<file path="src/rtl/cpu_test_sequencer.sv">
// cpu_test_sequencer
//   Test controller that sits between a 65C02-class CPU core and its memory
//   model. It holds the CPU in reset after system reset, then injects an IRQ,
//   an NMI pulse and periodic RDY stalls on a parameterised schedule. It
//   watches the bus to decide when the test is over: a read of PASS_ADDR
//   means pass, a write to FAIL_ADDR means fail (the written byte is kept),
//   and running TIMEOUT cycles without either means timeout.
//
// Ports
//   clk        in   clock, rising edge
//   reset      in   synchronous reset, active-high
//   AB         in   CPU address bus
//   DO         in   CPU write data
//   RE, WE     in   CPU read / write enables
//   cpu_reset  out  reset to CPU, active-high
//   IRQ, NMI   out  interrupt requests to CPU, active-high
//   RDY        out  CPU ready, 0 stalls the CPU
//   done       out  test finished (sticky until reset)
//   pass/fail/timeout  out  which condition finished the test
//   fail_code  out  DO captured on the failing write
//   cycles     out  run cycles elapsed (saturating)
//
// state  | meaning
// -------+-----------------------------------------------------------
// HOLD   | CPU held in reset for RESET_CYCLES clocks
// RUN    | CPU running; schedule active, bus watched for termination
// DONE   | result latched; CPU back in reset until the next reset

module cpu_test_sequencer #(
    parameter int              AW           = 16,
    parameter int              DW           = 8,
    parameter int              CNT_W        = 32,
    parameter int              RESET_CYCLES = 4,
    parameter logic [AW-1:0]   PASS_ADDR    = 16'hBEEF,
    parameter logic [AW-1:0]   FAIL_ADDR    = 16'hDEAD,
    parameter logic [AW-1:0]   IRQ_VEC      = 16'hFFFE,
    parameter int              TIMEOUT      = 50000,
    parameter int              IRQ_AT       = 0,
    parameter int              NMI_AT       = 0,
    parameter int              NMI_LEN      = 2,
    parameter int              STALL_PERIOD = 0,
    parameter int              STALL_LEN    = 1
) (
    input  logic             clk,
    input  logic             reset,
    input  logic [AW-1:0]    AB,
    input  logic [DW-1:0]    DO,
    input  logic             RE,
    input  logic             WE,
    output logic             cpu_reset,
    output logic             IRQ,
    output logic             NMI,
    output logic             RDY,
    output logic             done,
    output logic             pass,
    output logic             fail,
    output logic             timeout,
    output logic [DW-1:0]    fail_code,
    output logic [CNT_W-1:0] cycles
);

    localparam int HW = (RESET_CYCLES > 1) ? $clog2(RESET_CYCLES + 1) : 1;
    localparam int PW = (STALL_PERIOD > 1) ? $clog2(STALL_PERIOD) : 1;

    // Schedule compares are made one cycle early so the registered output
    // is visible while cycles equals the programmed value.
    localparam logic [HW-1:0]    HOLD_LAST  = HW'(RESET_CYCLES - 1);
    localparam logic [CNT_W-1:0] TO_M1      = CNT_W'(TIMEOUT - 1);
    localparam logic [CNT_W-1:0] IRQ_M1     = CNT_W'(IRQ_AT - 1);
    localparam logic [CNT_W-1:0] NMI_M1     = CNT_W'(NMI_AT - 1);
    localparam logic [CNT_W-1:0] NMI_LEN_M1 = CNT_W'(NMI_LEN - 1);
    localparam logic [PW-1:0]    PH_LAST    = PW'(STALL_PERIOD - 1);
    localparam logic [PW-1:0]    STALL_TH   = PW'(STALL_PERIOD - STALL_LEN);

    typedef enum logic [1:0] {
        S_HOLD = 2'd0,
        S_RUN  = 2'd1,
        S_DONE = 2'd2
    } state_t;

    state_t            state_q, state_d;
    logic [HW-1:0]     hold_cnt_q, hold_cnt_d;
    logic [PW-1:0]     phase_q, phase_d;
    logic [CNT_W-1:0]  nmi_cnt_q, nmi_cnt_d;
    logic              irq_fired_q, irq_fired_d;
    logic              nmi_fired_q, nmi_fired_d;
    logic              cpu_reset_q, cpu_reset_d;
    logic              irq_q, irq_d;
    logic              nmi_q, nmi_d;
    logic              rdy_q, rdy_d;
    logic              done_q, done_d;
    logic              pass_q, pass_d;
    logic              fail_q, fail_d;
    logic              timeout_q, timeout_d;
    logic [DW-1:0]     fail_code_q, fail_code_d;
    logic [CNT_W-1:0]  cycles_q, cycles_d;

    logic hit_fail, hit_pass, hit_timeout, hit_irq_ack;

    // Bus matches only count when the CPU is not stalled in the same clock.
    assign hit_fail    = (state_q == S_RUN) && rdy_q && WE && (AB == FAIL_ADDR);
    assign hit_pass    = (state_q == S_RUN) && rdy_q && RE && (AB == PASS_ADDR);
    assign hit_timeout = (state_q == S_RUN) && (TIMEOUT != 0) && (cycles_q == TO_M1);
    assign hit_irq_ack = irq_q && rdy_q && RE && (AB == IRQ_VEC);

    always_comb begin
        state_d     = state_q;
        hold_cnt_d  = hold_cnt_q;
        phase_d     = phase_q;
        nmi_cnt_d   = nmi_cnt_q;
        irq_fired_d = irq_fired_q;
        nmi_fired_d = nmi_fired_q;
        cpu_reset_d = cpu_reset_q;
        irq_d       = irq_q;
        nmi_d       = nmi_q;
        rdy_d       = rdy_q;
        done_d      = done_q;
        pass_d      = pass_q;
        fail_d      = fail_q;
        timeout_d   = timeout_q;
        fail_code_d = fail_code_q;
        cycles_d    = cycles_q;

        case (state_q)
            S_HOLD: begin
                cpu_reset_d = 1'b1;
                if (hold_cnt_q == HOLD_LAST) begin
                    state_d     = S_RUN;
                    cpu_reset_d = 1'b0;
                    hold_cnt_d  = '0;
                    cycles_d    = '0;
                    phase_d     = '0;
                    rdy_d       = 1'b1;
                    irq_d       = 1'b0;
                    nmi_d       = 1'b0;
                    nmi_cnt_d   = '0;
                    irq_fired_d = 1'b0;
                    nmi_fired_d = 1'b0;
                end else begin
                    hold_cnt_d = hold_cnt_q + 1'b1;
                end
            end

            S_RUN: begin
                if (hit_fail || hit_pass || hit_timeout) begin
                    // Termination freezes cycles at the value seen on the
                    // deciding clock; only the highest-priority flag is set.
                    state_d     = S_DONE;
                    cpu_reset_d = 1'b1;
                    irq_d       = 1'b0;
                    nmi_d       = 1'b0;
                    rdy_d       = 1'b1;
                    done_d      = 1'b1;
                    if (hit_fail) begin
                        fail_d      = 1'b1;
                        fail_code_d = DO;
                    end else if (hit_pass) begin
                        pass_d = 1'b1;
                    end else begin
                        timeout_d = 1'b1;
                    end
                end else begin
                    if (cycles_q != '1) begin
                        cycles_d = cycles_q + 1'b1;
                    end

                    if (STALL_PERIOD != 0) begin
                        phase_d = (phase_q == PH_LAST) ? '0 : phase_q + 1'b1;
                        rdy_d   = (phase_d < STALL_TH);
                    end

                    if ((IRQ_AT != 0) && !irq_fired_q && (cycles_q == IRQ_M1)) begin
                        irq_d       = 1'b1;
                        irq_fired_d = 1'b1;
                    end else if (hit_irq_ack) begin
                        irq_d = 1'b0;
                    end

                    // NMI width is timed with a down-counter loaded on rise.
                    if ((NMI_AT != 0) && !nmi_fired_q && (cycles_q == NMI_M1)) begin
                        nmi_d       = 1'b1;
                        nmi_fired_d = 1'b1;
                        nmi_cnt_d   = NMI_LEN_M1;
                    end else if (nmi_q) begin
                        if (nmi_cnt_q == '0) begin
                            nmi_d = 1'b0;
                        end else begin
                            nmi_cnt_d = nmi_cnt_q - 1'b1;
                        end
                    end
                end
            end

            S_DONE: begin
                cpu_reset_d = 1'b1;
                irq_d       = 1'b0;
                nmi_d       = 1'b0;
                rdy_d       = 1'b1;
            end

            default: begin
                state_d = S_HOLD;
            end
        endcase
    end

    always_ff @(posedge clk) begin
        if (reset) begin
            state_q     <= S_HOLD;
            hold_cnt_q  <= '0;
            phase_q     <= '0;
            nmi_cnt_q   <= '0;
            irq_fired_q <= 1'b0;
            nmi_fired_q <= 1'b0;
            cpu_reset_q <= 1'b1;
            irq_q       <= 1'b0;
            nmi_q       <= 1'b0;
            rdy_q       <= 1'b1;
            done_q      <= 1'b0;
            pass_q      <= 1'b0;
            fail_q      <= 1'b0;
            timeout_q   <= 1'b0;
            fail_code_q <= '0;
            cycles_q    <= '0;
        end else begin
            state_q     <= state_d;
            hold_cnt_q  <= hold_cnt_d;
            phase_q     <= phase_d;
            nmi_cnt_q   <= nmi_cnt_d;
            irq_fired_q <= irq_fired_d;
            nmi_fired_q <= nmi_fired_d;
            cpu_reset_q <= cpu_reset_d;
            irq_q       <= irq_d;
            nmi_q       <= nmi_d;
            rdy_q       <= rdy_d;
            done_q      <= done_d;
            pass_q      <= pass_d;
            fail_q      <= fail_d;
            timeout_q   <= timeout_d;
            fail_code_q <= fail_code_d;
            cycles_q    <= cycles_d;
        end
    end

    assign cpu_reset = cpu_reset_q;
    assign IRQ       = irq_q;
    assign NMI       = nmi_q;
    assign RDY       = rdy_q;
    assign done      = done_q;
    assign pass      = pass_q;
    assign fail      = fail_q;
    assign timeout   = timeout_q;
    assign fail_code = fail_code_q;
    assign cycles    = cycles_q;

endmodule

</file>
<file path="config.mk">
export PLATFORM = sky130hd
export DESIGN_NAME = cpu_test_sequencer
export DESIGN_NICKNAME = d
export VERILOG_FILES = /design/src/rtl/cpu_test_sequencer.sv
export SDC_FILE = /design/constraint.sdc
export NUM_CORES = 1
export LEC_CHECK = 0
export CAP_MARGIN = 20
export CORE_MARGIN = 8
export CORE_UTILIZATION = 53
export CTS_CLUSTER_SIZE = 30
export DETAILED_ROUTE_END_ITERATION = 16
export PLACE_DENSITY = 0.8
export SYNTH_ARGS = -nofsm -noshare
export SYNTH_HDL_FRONTEND = slang
export SYNTH_SLANG_ARGS = --single-unit
</file>
<file path="constraint.sdc">
create_clock -name clk -period 3.7 [get_ports clk]
set_input_delay 0.555 -clock clk [delete_from_list [all_inputs] [get_ports clk]]
set_output_delay 0.555 -clock clk [all_outputs]
set_load 0.05 [all_outputs]
</file>
==> flow_summary.yaml <==
power_and_ir_drop:
  swShare_pct: 26.68
  total_power_mw: 1.701
  seq_power_share_pct: 53.2
  irDropWorstVdd_mv: 0.1902
  combPwrFrac_pct: 10.8
  power_switching_mw: 0.4539
  power_leakage_nw: 1.818
  p_per_area_nw_per_um2: 315.1
  intPower_mw: 1.247
  clkPwrFrac_pct: 36.0
die:
  die_y_um: 106.9
  die_w_um: 106.9
  rows: 33
  core_um2: 8134
  ioPinCount: 76
  start_util_pct: 53.85
  die_area_um2: 11430
logic_synthesis:
  synth_mux_area_share_pct: 2.771
  synth_area_leaders: "dfxtp_1 (38%), o21ai_0 (6.3%), a21oi_1 (5.4%)"
  ys_seq_elements: 83
  ys_seq_area_share_pct: 37.93
  synthAdderAreaFrac_pct: 1.999
  synth_compound_gate_area_share_pct: 22.42
  synth_async_sr_flop_share_pct: 0
  syn_area_per_cell_um2: 8.142
  synth_nets: 573
  synth_edf_count: 0
  synth_top_family_by_area: "simple AND/OR/NAND/NOR gates"
  yosysTopAreaCellShare_pct: 37.93
  postSynthCellCount: 538
  syn_area_um2: 4380
  ys_types: 54
  synth_xor_area_share_pct: 0
  synth_simple_gate_area_share_pct: 30.93
  yosys.area.top_type: "dfxtp_1"
  ys.flop_type: "dfxtp_1"
  yosys_warnings: 0
cells_and_area:
  drive_gt1_share_pct: 6.908
  antenna_cells: 0
  area_growth_pct: 23.25
  mostFrequentLayoutCells: "dfxtp_1 (83), clkdlybuf4s50_1 (73), o21ai_0 (55)"
  n_fill_cell: 677
  layout_commonest_cell: "dfxtp_1"
  nNetsFinal: 638
global_routing:
  grt_pass1_wl_um: 20330
  grt_overflow: 0
  track_usage_pct: 21.18
  antenna_found_initial: 0
  grt_max_degree: 71
  grt_pass1_vias: 4227
outcome:
  run_status: "complete, no violations"
setup_path:
  path_max_fanout: 14
  worstSetupPathType: "register to register"
  ff2ff_setup_slack_ps: 740
  crit_path_cell_trace: "inv_1 > ha_1 > buf_4 > inv_1 > o21ai_0 > and4_1 > nand2_1 > o41ai_1"
  reg2reg_to: "nmi_cnt_q[6]$_SDFFE_PP0P_"
  r2r-start: "state_q[1]$_SDFFE_PP0P_"
  cp-end-kind: "register"
  r2r_cells: 8
  path_common_cell: "inv_1"
  crit_path_start_kind: "register"
  slowest_delay_ps: 680
  cp_slowest_cell: "and4_1"
  crit_required_ps: 3940
  worstPathArrival_ps: 3200
min_path:
  hold_path_depth: 2
  hold_class: "register to register"
  holdPathEnd: "hold_cnt_q[2]$_SDFFE_PP0P_"
  min-delay-start: "hold_cnt_q[2]$_SDFFE_PP0P_"
placed_design:
  dpl.hpwl_um: 8665
  globalplace.congestion: 0.8240
  numPortBuffers: 73
route:
  drt-vias-per-instance: 6.484
  ant_nets: 0
  vias: 4623
  drt_iter0_markers: 425
  routed_wl_um: 12150
  wl_per_cell_um: 17.04
  drc_errors: 0
  drt-pass1-iter-count: 5
sta:
  fin_setup_tns_ps: 0
  post-route-period-util_pct: 79.94
  worstMarginPinSlew_ps: 871.8
  period_minus_slack_ps: 2958
  drv_slew: 0
  rsz0062_at_grt: "false"
  fin_hold_ws_ps: 476.7
  finalHoldViolations: 0
  slew_headroom_pct: 41.61
  skew_ps: 9.406
  fmax_ghz: 0.3381
  setup_viol: 0
cts:
  cts_made_buffers: 9
  cts_tree: "built"
  cts_setup_buffers: 0
  cts_resized: 0
  cts_root_buf: "clkbuf_8"
  cts.sinks: 83
  clk_pin_slew_ps: 90
  cts.path.max_buffers: 2
  cts_max_level: 3
  cts_hold_buf: 0
  clk_latency_ps: 360
flow_run:
  maxCapViolCount: 0
kinds of logic after synthesis:
logic type / count (synthesis)
compound gates: 161
flops: 83
mux: 12
other cells: 2
fa+ha+maj: 7
buf+inv: 40
simple gates: 233
state kept, by name, indices dropped and copies added (netlist names):
| register | cells |
|---|---|
| NMI | 1 |
| cpu_reset | 1 |
| cycles | 32 |
| done | 1 |
| fail | 1 |
| fail_code | 8 |
| hold_cnt_q | 3 |
| nmi_cnt_q | 32 |
| pass | 1 |
| state_q | 2 |
| timeout | 1 |
power by group through the flow:
stage	clock, mW	sequential [mW]	combinational [mW]
3_5_place_dp	0	0.926	0.180
6_report	0.612	0.905	0.184
5_1_grt	0.659	0.906	0.199
3_3_place_gp	0	0.926	0.176
2_1_floorplan	0	0.928	0.107
4_1_cts	0.618	0.905	0.181
cells in the mapped netlist, types with 2 or more instances:
| library cell | count |
|---|---|
| buf_4 | 2 |
| nor3_1 | 10 |
| a211oi_1 | 4 |
| a22o_1 | 2 |
| dfxtp_1 | 83 |
| o211ai_1 | 7 |
| inv_1 | 10 |
| mux2i_1 | 11 |
| nor2_1 | 40 |
| nand2_1 | 31 |
| and3_1 | 8 |
| or4_1 | 21 |
| a21oi_1 | 47 |
| or3_1 | 21 |
| nor4_1 | 11 |
| a31oi_1 | 13 |
| nand3_1 | 26 |
| and4_1 | 11 |
| nand4_1 | 16 |
| clkbuf_1 | 26 |
| or2_2 | 5 |
| o21a_1 | 4 |
| ha_1 | 7 |
| o31ai_1 | 11 |
| nor4b_1 | 4 |
| o21ai_0 | 55 |
| nor2b_1 | 2 |
| and2_1 | 4 |
| o41ai_1 | 8 |
| nand3b_1 | 5 |
| nand4b_1 | 4 |
| and4b_1 | 2 |
| nand2b_1 | 5 |
| conb_1 | 2 |
cell type report:
type                            count  area [um2]  area share [%]
Clock buffer                       12       155.1           2.874
Clock inverter                      4       25.02          0.4635
Inverter                           10       37.54          0.6952
Multi-Input combinational cell    415        2562           47.46
Sequential cell                    83        1662           30.78
Tap cell                          105       131.4           2.433
Timing Repair Buffer               84       825.8           15.30
metrics by stage:
stage                     instances  util [%]  setup WS, ps  cell area, um2
after floorplan                 538         -         713.1            4380
after global placement          697     64.16         702.9            5219
after detailed placement        697     64.16         529.9            5219
after CTS                       713     66.37         790.1            5399
after global routing            713     66.37         554.4            5399
final                           713     66.37         742.2            5399
worst max-delay path, delay by kind of cell (launching register included):
kind                       cells  cell delay, ps
and+or+nand+nor                2             920
AOI/OAI and AO/OA              2             770
buffers and inverters          3             530
DFF                            1             340
adders and majority gates      1             270
routing by layer:
layer / vias up / wire [um] / track usage, %
met5: - / 0 / 0
met2: 181 / 5647 / 32.68
met1: 2221 / 5363 / 27.89
li1: 2205 / - / -
met3: 16 / 964 / 5.159
met4: 0 / 174 / 8.141
worst max-delay path by stage:
stage                                      end               startpoint  cells after the start  slack, ps
floorplan           nmi_cnt_q[16]$_SDFFE_PP0P_   cycles[1]$_SDFFE_PP0P_                      9        710
global placement        cycles[0]$_SDFFE_PP0P_                    AB[4]                      7        700
detailed placement   nmi_cnt_q[6]$_SDFFE_PP0P_                   AB[14]                      7        530
CTS                     cycles[0]$_SDFFE_PP0P_   cycles[0]$_SDFFE_PP0P_                      7        790
global route            cycles[0]$_SDFFE_PP0P_  state_q[1]$_SDFFE_PP0P_                      8        550
finish               nmi_cnt_q[6]$_SDFFE_PP0P_  state_q[1]$_SDFFE_PP0P_                      8        740
Note: power is estimated with default switching activity, not from simulation.
